File: config.mk
export PLATFORM = sky130hd
export DESIGN_NAME = lsu_store_buffer
export DESIGN_NICKNAME = d
export VERILOG_FILES = /design/src/rtl/lsu_store_buffer.sv
export SDC_FILE = /design/constraint.sdc
export NUM_CORES = 1
export LEC_CHECK = 0
export ABC_AREA = 1
export CAP_MARGIN = 20
export CORE_MARGIN = 3
export CORE_UTILIZATION = 45
export DETAILED_ROUTE_END_ITERATION = 6
export DONT_BUFFER_PORTS = 1
export GPL_ROUTABILITY_DRIVEN = 0
export PLACE_DENSITY = 0.64
export SYNTH_ARGS = -nofsm -noshare
export SYNTH_HDL_FRONTEND = slang
export SYNTH_SLANG_ARGS = --single-unit
File: constraint.sdc
create_clock -name clk -period 6.25 [get_ports clk]
set_input_delay 1.25 -clock clk [delete_from_list [all_inputs] [get_ports clk]]
set_output_delay 1.25 -clock clk [all_outputs]
set_load 0.05 [all_outputs]
File: src/rtl/lsu_store_buffer.sv
// rtl/lsu_store_buffer.sv - LSU with posted store buffer draining by read-modify-write
// Loads bypass the buffer unless an older store targets the same word, in which case they stall.
module lsu_store_buffer #(
  parameter int Width     = 32,
  parameter int Depth     = 4,
  parameter int AddrWidth = 9
) (
  input  logic             clk,
  input  logic             reset,
  input  logic             req_valid,
  output logic             req_ready,
  input  logic             req_we,
  input  logic [1:0]       req_size,
  input  logic             req_unsigned,
  input  logic [Width-1:0] req_addr,
  input  logic [Width-1:0] req_wdata,
  output logic             resp_valid,
  output logic [Width-1:0] resp_rdata,
  output logic             misalign,
  output logic             drained,
  output logic             MemRead,
  output logic             MemWrite,
  output logic [Width-1:0] address,
  output logic [Width-1:0] WriteData,
  input  logic [Width-1:0] ReadData
);
  localparam int PtrW = (Depth > 1) ? $clog2(Depth) : 1;
  localparam int CntW = PtrW + 1;
  localparam int Lanes = Width / 8;

  logic [AddrWidth-1:0] sb_index [Depth];
  logic [Width-1:0]     sb_data  [Depth];
  logic [Lanes-1:0]     sb_mask  [Depth];
  logic [PtrW-1:0]      head, tail;
  logic [CntW-1:0]      count;

  logic [1:0]           lane;
  logic [AddrWidth-1:0] idx;
  logic                 misal, full, hazard;
  logic                 load_acc, store_acc, drain;
  logic [AddrWidth-1:0] mem_idx;
  logic [Width-1:0]     wmask, shifted, load_ext, enq_data;
  logic [Lanes-1:0]     enq_mask;
  logic                 unused_addr;

  assign lane        = req_addr[1:0];
  assign idx         = req_addr[AddrWidth+1:2];
  assign unused_addr = ^req_addr[Width-1:AddrWidth+2];
  assign full        = (count == CntW'(Depth));
  assign drained     = (count == '0);

  always_comb begin
    misal = 1'b0;
    case (req_size)
      2'b01:   misal = lane[0];
      2'b10:   misal = (lane != 2'b00);
      2'b11:   misal = 1'b1;
      default: misal = 1'b0;
    endcase
  end

  // Only entries between head and head+count are live.
  always_comb begin
    hazard = 1'b0;
    for (int i = 0; i < Depth; i++) begin
      if (CntW'(i) < count && sb_index[head + PtrW'(i)] == idx) hazard = 1'b1;
    end
  end

  always_comb begin
    req_ready = 1'b1;
    if (!misal) req_ready = req_we ? !full : (!full && !hazard);
  end

  assign load_acc  = req_valid && req_ready && !req_we && !misal;
  assign store_acc = req_valid && req_ready &&  req_we && !misal;
  assign drain     = !load_acc && (count != '0) &&
                     (!req_valid || full || (!req_we && !misal && hazard));

  assign mem_idx   = load_acc ? idx : sb_index[head];
  assign address   = {{(Width-AddrWidth){1'b0}}, mem_idx};
  assign MemRead   = !reset && (load_acc || drain);
  assign MemWrite  = !reset && drain;

  always_comb begin
    wmask = '0;
    for (int b = 0; b < Lanes; b++) wmask[8*b +: 8] = {8{sb_mask[head][b]}};
  end
  assign WriteData = (ReadData & ~wmask) | (sb_data[head] & wmask);

  assign shifted = ReadData >> {lane, 3'b000};
  always_comb begin
    case (req_size)
      2'b00:   load_ext = {{(Width-8){!req_unsigned && shifted[7]}}, shifted[7:0]};
      2'b01:   load_ext = {{(Width-16){!req_unsigned && shifted[15]}}, shifted[15:0]};
      default: load_ext = ReadData;
    endcase
  end

  assign enq_data = req_wdata << {lane, 3'b000};
  always_comb begin
    case (req_size)
      2'b00:   enq_mask = Lanes'(4'b0001) << lane;
      2'b01:   enq_mask = Lanes'(4'b0011) << lane;
      default: enq_mask = '1;
    endcase
  end

  always_ff @(posedge clk) begin
    if (reset) begin
      head       <= '0;
      tail       <= '0;
      count      <= '0;
      resp_valid <= 1'b0;
      resp_rdata <= '0;
      misalign   <= 1'b0;
    end else begin
      resp_valid <= load_acc;
      misalign   <= req_valid && misal;
      if (load_acc) resp_rdata <= load_ext;
      if (store_acc) begin
        sb_index[tail] <= idx;
        sb_data[tail]  <= enq_data;
        sb_mask[tail]  <= enq_mask;
        tail           <= tail + PtrW'(1);
      end
      if (drain) head <= head + PtrW'(1);
      case ({store_acc, drain})
        2'b10:   count <= count + CntW'(1);
        2'b01:   count <= count - CntW'(1);
        default: count <= count;
      endcase
    end
  end
endmodule

==> impl_metrics.ini, run 1 <==
[setup_path]
cp.arrival_ps = 4050
r2r_cells = 23
crit_path_end_kind = primary output
path_class = in2out
critPathLaunchType = input pin
required_ps = 5000
ff2ff_setup_slack_ps = 2830
reg2reg_to = count[2]
path_max_fanout = 53

[hold_path]
worstHoldStart = tail[1]
hold_path_depth = 2
hp-class = reg2reg
holdPathEnd = tail[1]

[global_routing]
grt.total_usage_pct = 22.33
grt_pass1_vias = 9187
grt_max_degree = 73
grt_overflow = 0
grt_pass1_wl_um = 50090
antenna_found_initial = 0

[drt]
via_count = 9768
ant_nets = 0
drt-initial-drc-count = 976
via_per_inst = 5.466
routedWlPerCell_um = 18.31
drt_first_pass_iters = 5
drt_wl_total_um = 32730
drc_errors = 0

[cells_and_area]
layout.nets = 1551
diodes = 0
post-route-util_pct = 51.63
drive_gt1_share_pct = 8.305
syn2layout_area_growth_pct = 11.63

[power_and_ir_drop]
ir_drop_mv = 0.4057
cellPowerDensity_nw_per_um2 = 454.8
p_leak_nw = 5.528
power.total_mw = 5.964

[yosys]
ys_seq_area_share_pct = 53.34
synth_top_area_cell = edfxtp_1
yosysTopAreaCellShare_pct = 46.01
synth_edf_count = 180
syn_inst = 1421
ys_dominant_reg_cell = edfxtp_1
synth-seq-cells = 223
postSynthAreaPerCell_um2 = 8.267
synthTopCellsByArea = edfxtp_1, nand2_1, o21ai_0, dfxtp_1, nor2_1
yosysMostFrequentCell = nand2_1
synth-warning-count = 0
async_flop_share_pct = 0
synthTopCellsByCount = nand2_1, nor2_1, o21ai_0
netlist_area_um2 = 11750
synth_cell_types = 35

[timing]
slew_headroom_pct = 31.53
rsz0062_at_grt = no
setup_violations = 0
max_slew.worst_pin.slew_ps = 1025
post-route-period-util_pct = 84.80
min_period_ps = 5300
drv_slew = 0
skew_ps = 11.10
hold_viol = 0
fin_tns_setup_ps = 0
fmax_mhz = 188.7

[clocking]
cts_root_buf = clkbuf_16
cts_tree = yes
cts_buffer_depth = 3
cts_sinks = 223
cts.clk_slew.worst_paths_ps = 60
htreeDepth = 1
cts_hold_buf = 0
clock_latency_ps = 520
ctsResizeCount = 0
cts-buffers-inserted = 24
post-cts-setup-buffer-count = 0

[floorplanning]
initial_utilization_pct = 46.25
die_w_um = 167.6
dieArea_um2 = 28080
coreArea_um2 = 25400
num_rows = 58
die_h_um = 167.6
ioPinCount = 205

[run]
maxCapViolCount = 0

[placed_design]
io_buffers = 0
dpl.hpwl_um = 22810

[run_status]
status = finished, final reports clean
how the worst max path moves through the flow:
stage	endpoint	slack [ps]	startpoint
6_report	address[7]	950	req_size[1]
5_1_grt	address[7]	580	req_size[1]
4_1_cts	address[7]	940	flop
3_5_place_dp	address[7]	1020	req_size[1]
3_3_place_gp	address[7]	1000	req_size[1]
2_1_floorplan	sb_data[0][0]	1430	req_addr[1]
final cells by class:
type | count | area (µm²)
Clock inverter | 11 | 111.4
Multi-Input combinational cell | 997 | 4584
Timing Repair Buffer | 62 | 578.1
Fill cell | 2346 | 12290
Sequential cell | 223 | 6267
Clock buffer | 33 | 665.6
Tap cell | 330 | 412.9
Inverter | 131 | 494.2
layer usage:
layer	vias up	wire, µm	GRT usage (%)	share of wire [%]
li1	4753	-	-	-
met1	4458	13390	29.54	41
met2	466	15000	36.12	46
met3	91	3038	4.769	9.3
met4	0	1296	8.822	4.0
met5	-	0	0	0
placed cells by master, fill, tap and decap left out, types with 2 or more instances in the layout:
cell type / count
inv_2: 6
buf_4: 53
nor3_1: 2
buf_12: 9
nand2_1: 379
o22ai_1: 51
inv_1: 121
a22oi_1: 23
nand2_4: 4
o21ai_1: 53
clkinv_2: 6
clkinv_1: 4
bufinv_16: 2
dfxtp_1: 42
clkbuf_16: 25
clkbuf_1: 7
a21oi_1: 20
nor2_1: 186
o221ai_1: 7
nor2_4: 6
o21ai_0: 146
edfxtp_1: 180
conb_1: 23
ha_1: 9
nand3_1: 73
xor2_1: 5
o211ai_1: 2
kinds of logic (layout without fill, tap and decap cells):
kind of cell               after synthesis  in the layout  synth area share (%)
xor gates and xnor gates                 5              5                0.3728
AOI/OAI and AO/OA                      304            304                 14.30
other                                    1             23               0.03192
adders and majority gates                9              9                0.9586
DFF                                    223            223                 53.34
and+or+nand+nor                        656            656                 22.40
buffers and inverters                  223            237                 8.595
per-stage QoR:
| step | instances | worst slack, ps | hold slack (ps) | instance area, µm² |
|---|---|---|---|---|
| after floorplan | 1443 | 1428 | 490.3 | 11830 |
| after global placement | 1742 | 1002 | 519.8 | 12330 |
| after detailed placement | 1742 | 1022 | 534.2 | 12330 |
| after global routing | 1787 | 581.3 | 577.9 | 13110 |
| final | 1787 | 949.9 | 535.2 | 13110 |
| after CTS | 1786 | 942.8 | 542.7 | 13110 |
flip-flops by register name, summed over array words and instances (netlist names), named ones only:
register    count
count           3
head            2
misalign        1
resp_rdata     32
resp_valid      1
sb_data       128
sb_index       36
sb_mask        16
tail            2
report_power, final:
part           switching (mW)  total, mW  internal [mW]
clock                   0.561       1.39          0.830
combinational            2.01       2.82          0.811
sequential             0.0996       1.75           1.65
total                    2.67       5.96           3.29
worst max-delay path, stage by stage:
cell and delay [ps]:
clkinv_1 650, o21ai_0 290, o21ai_0 320, inv_1 130
nor2_1 90, nand4_4 90, buf_4 470, inv_2 280
o21ai_1 300, buf_12 170
Power figures use the tool's default switching activity.
==> run 2, diff against run 1 <==
--- a/config.mk
+++ b/config.mk
@@ -12,7 +12,7 @@
 export DETAILED_ROUTE_END_ITERATION = 6
 export DONT_BUFFER_PORTS = 1
 export GPL_ROUTABILITY_DRIVEN = 0
-export PLACE_DENSITY = 0.64
+export PLACE_DENSITY = 0.66
 export SYNTH_ARGS = -nofsm -noshare
 export SYNTH_HDL_FRONTEND = slang
 export SYNTH_SLANG_ARGS = --single-unit
==> constraint.sdc (replaced) <==
create_clock -name clk -period 4.6 [get_ports clk]
set_input_delay 0.92 -clock clk [delete_from_list [all_inputs] [get_ports clk]]
set_output_delay 0.92 -clock clk [all_outputs]
set_load 0.05 [all_outputs]
==> run 2 against run 1 <==
Effect of this change:
- design area barely moved
- clock skew increased by 0.51 ps
- wire length is 6.5% higher
- power rose by 36%
- global-route usage is 1.5 points higher
- final cell count is 0.22% lower
- clock-buffer cell count is 7 lower
- first-iteration DRC count up 30%
- clock power is 32% higher
- critical path depth up 7
- hold slack worse by 48 ps
- critical endpoint unchanged
- largest cell class unchanged
- largest power group unchanged
- highest routed layer is now met5
==> impl_metrics.ini, run 2 (synthesis gave the netlist of run 1 again) <==
[timing]
drv_slew = 0
setup_violations = 0
min_period_ps = 4259
post-route-period-util_pct = 92.59
slew_headroom_pct = 26.69
rsz0062_at_grt = no
fin_tns_setup_ps = 0
fmax_mhz = 234.8
hold_slack_ps = 487.6
max_slew.worst_pin.slew_ps = 1096
skew_ps = 11.61
hold_viol = 0
layout_setup_ws_ps = 341.0

[power_and_ir_drop]
ir_drop_mv = 0.5619
power.total_mw = 8.131
p_leak_nw = 5.506
cellPowerDensity_nw_per_um2 = 620.0

[setup_path]
critPathLaunchType = flop
path_class = reg2out
crit_path_end_kind = primary output
r2r_cells = 21
ff2ff_setup_slack_ps = 1250
reg2reg_to = count[2]
reg2reg_from = head[1]
required_ps = 3680
cp.arrival_ps = 3340
path_max_fanout = 22

[clocking]
cts_buffer_depth = 3
cts-buffers-inserted = 23
clock_latency_ps = 500
cts.clk_slew.worst_paths_ps = 60
cts_hold_buf = 0
cts_root_buf = clkbuf_16
post-cts-setup-buffer-count = 0
ctsResizeCount = 0
cts_tree = yes
cts_sinks = 223
htreeDepth = 1

[run]
maxCapViolCount = 0

[hold_path]
hp-class = in2reg
worstHoldStart = reset
hold_path_depth = 1
holdPathEnd = count[0]

[floorplanning]
initial_utilization_pct = 46.25
die_w_um = 167.6
num_rows = 58
die_h_um = 167.6
coreArea_um2 = 25400
ioPinCount = 205
dieArea_um2 = 28080

[placed_design]
io_buffers = 0
pre_cts_ws_ps = 634.5
place_area_um2 = 12380
placed_cells = 1744
dpl.hpwl_um = 23940

[cells_and_area]
largest_register_ffs = 128
regMostFlops = sb_data
reg_top3 = sb_data (128), sb_index (36), resp_rdata (32)
finalNonFillerCells = 1783
layout_commonest_cell = nand2_1
syn2layout_area_growth_pct = 11.64
finalInstanceArea_um2 = 13120
layout_common_cells = nand2_1, nor2_1, edfxtp_1
diodes = 0
layout.nets = 1551
post-route-util_pct = 51.64
fillCellCount = 2356
drive_gt1_share_pct = 7.983

[drt]
ant_nets = 0
via_per_inst = 5.600
routedWlPerCell_um = 19.54
drt_wl_total_um = 34840
via_count = 9984
drt_first_pass_iters = 5
drt-initial-drc-count = 1268
drc_errors = 0

[global_routing]
grt_pass1_wl_um = 52970
grt_overflow = 0
antenna_found_initial = 1
grt.total_usage_pct = 23.86
grt_max_degree = 73
grt_pass1_vias = 9386

[run_status]
status = finished, final reports clean
## run 2: cell count changes in the layout (fill, tap and decap cells not counted)
cell	change
clkinvlp_4	+1
buf_4	-3
clkbuf_1	-4
inv_6	-1
bufinv_16	+1
buf_12	+3
clkinv_2	-5
buf_6	+1
clkbuf_16	-2
clkinv_4	+1
clkinv_1	+5
clkbuf_8	-1
## run 2: report_power, final
part / total [mW] / switching, mW / internal (mW)
Combinational: 3.96 / 2.84 / 1.11
Sequential: 2.35 / 0.104 / 2.25
Clock: 1.83 / 0.746 / 1.08
## run 2: layer usage
| layer | wire length [µm] | GRT usage [%] |
|---|---|---|
| met5 | 20 | 0 |
| met4 | 1083 | 7.471 |
| met3 | 3540 | 5.005 |
| met2 | 16200 | 38.68 |
| met1 | 14000 | 32.39 |
## run 2: worst max-delay path: stages (launching register included)
cell     delay, ps
dfxtp_1        640
inv_4          170
nand2_2        180
nand2_4        180
nand2_1        120
o21ai_0         80
nand2_1         70
nand2_1         40
nand2_1        130
nor2_1          60
nand2_1         70
nand2_1        100
a21oi_2        160
nand4_4        130
inv_2          270
nand2_1         80
o21ai_1        160
buf_12         170
## run 2: layout make-up
| class | count | area (µm²) | area share (%) |
|---|---|---|---|
| Clock buffer | 26 | 586.8 | 4.474 |
| Clock inverter | 13 | 142.6 | 1.088 |
| Inverter | 131 | 494.2 | 3.768 |
| Multi-Input combinational cell | 997 | 4584 | 34.96 |
| Sequential cell | 223 | 6267 | 47.79 |
| Tap cell | 330 | 412.9 | 3.148 |
| Timing Repair Buffer | 63 | 626.9 | 4.780 |
## run 2: worst max-delay path by stage
stage	from	endpoint
final	head[1]	address[7]
after global routing	head[1]	address[7]
after CTS	head[0]	address[7]
after detailed placement	req_addr[1]	address[7]
after global placement	req_addr[1]	address[7]
after floorplan	req_addr[1]	sb_data[0][0]
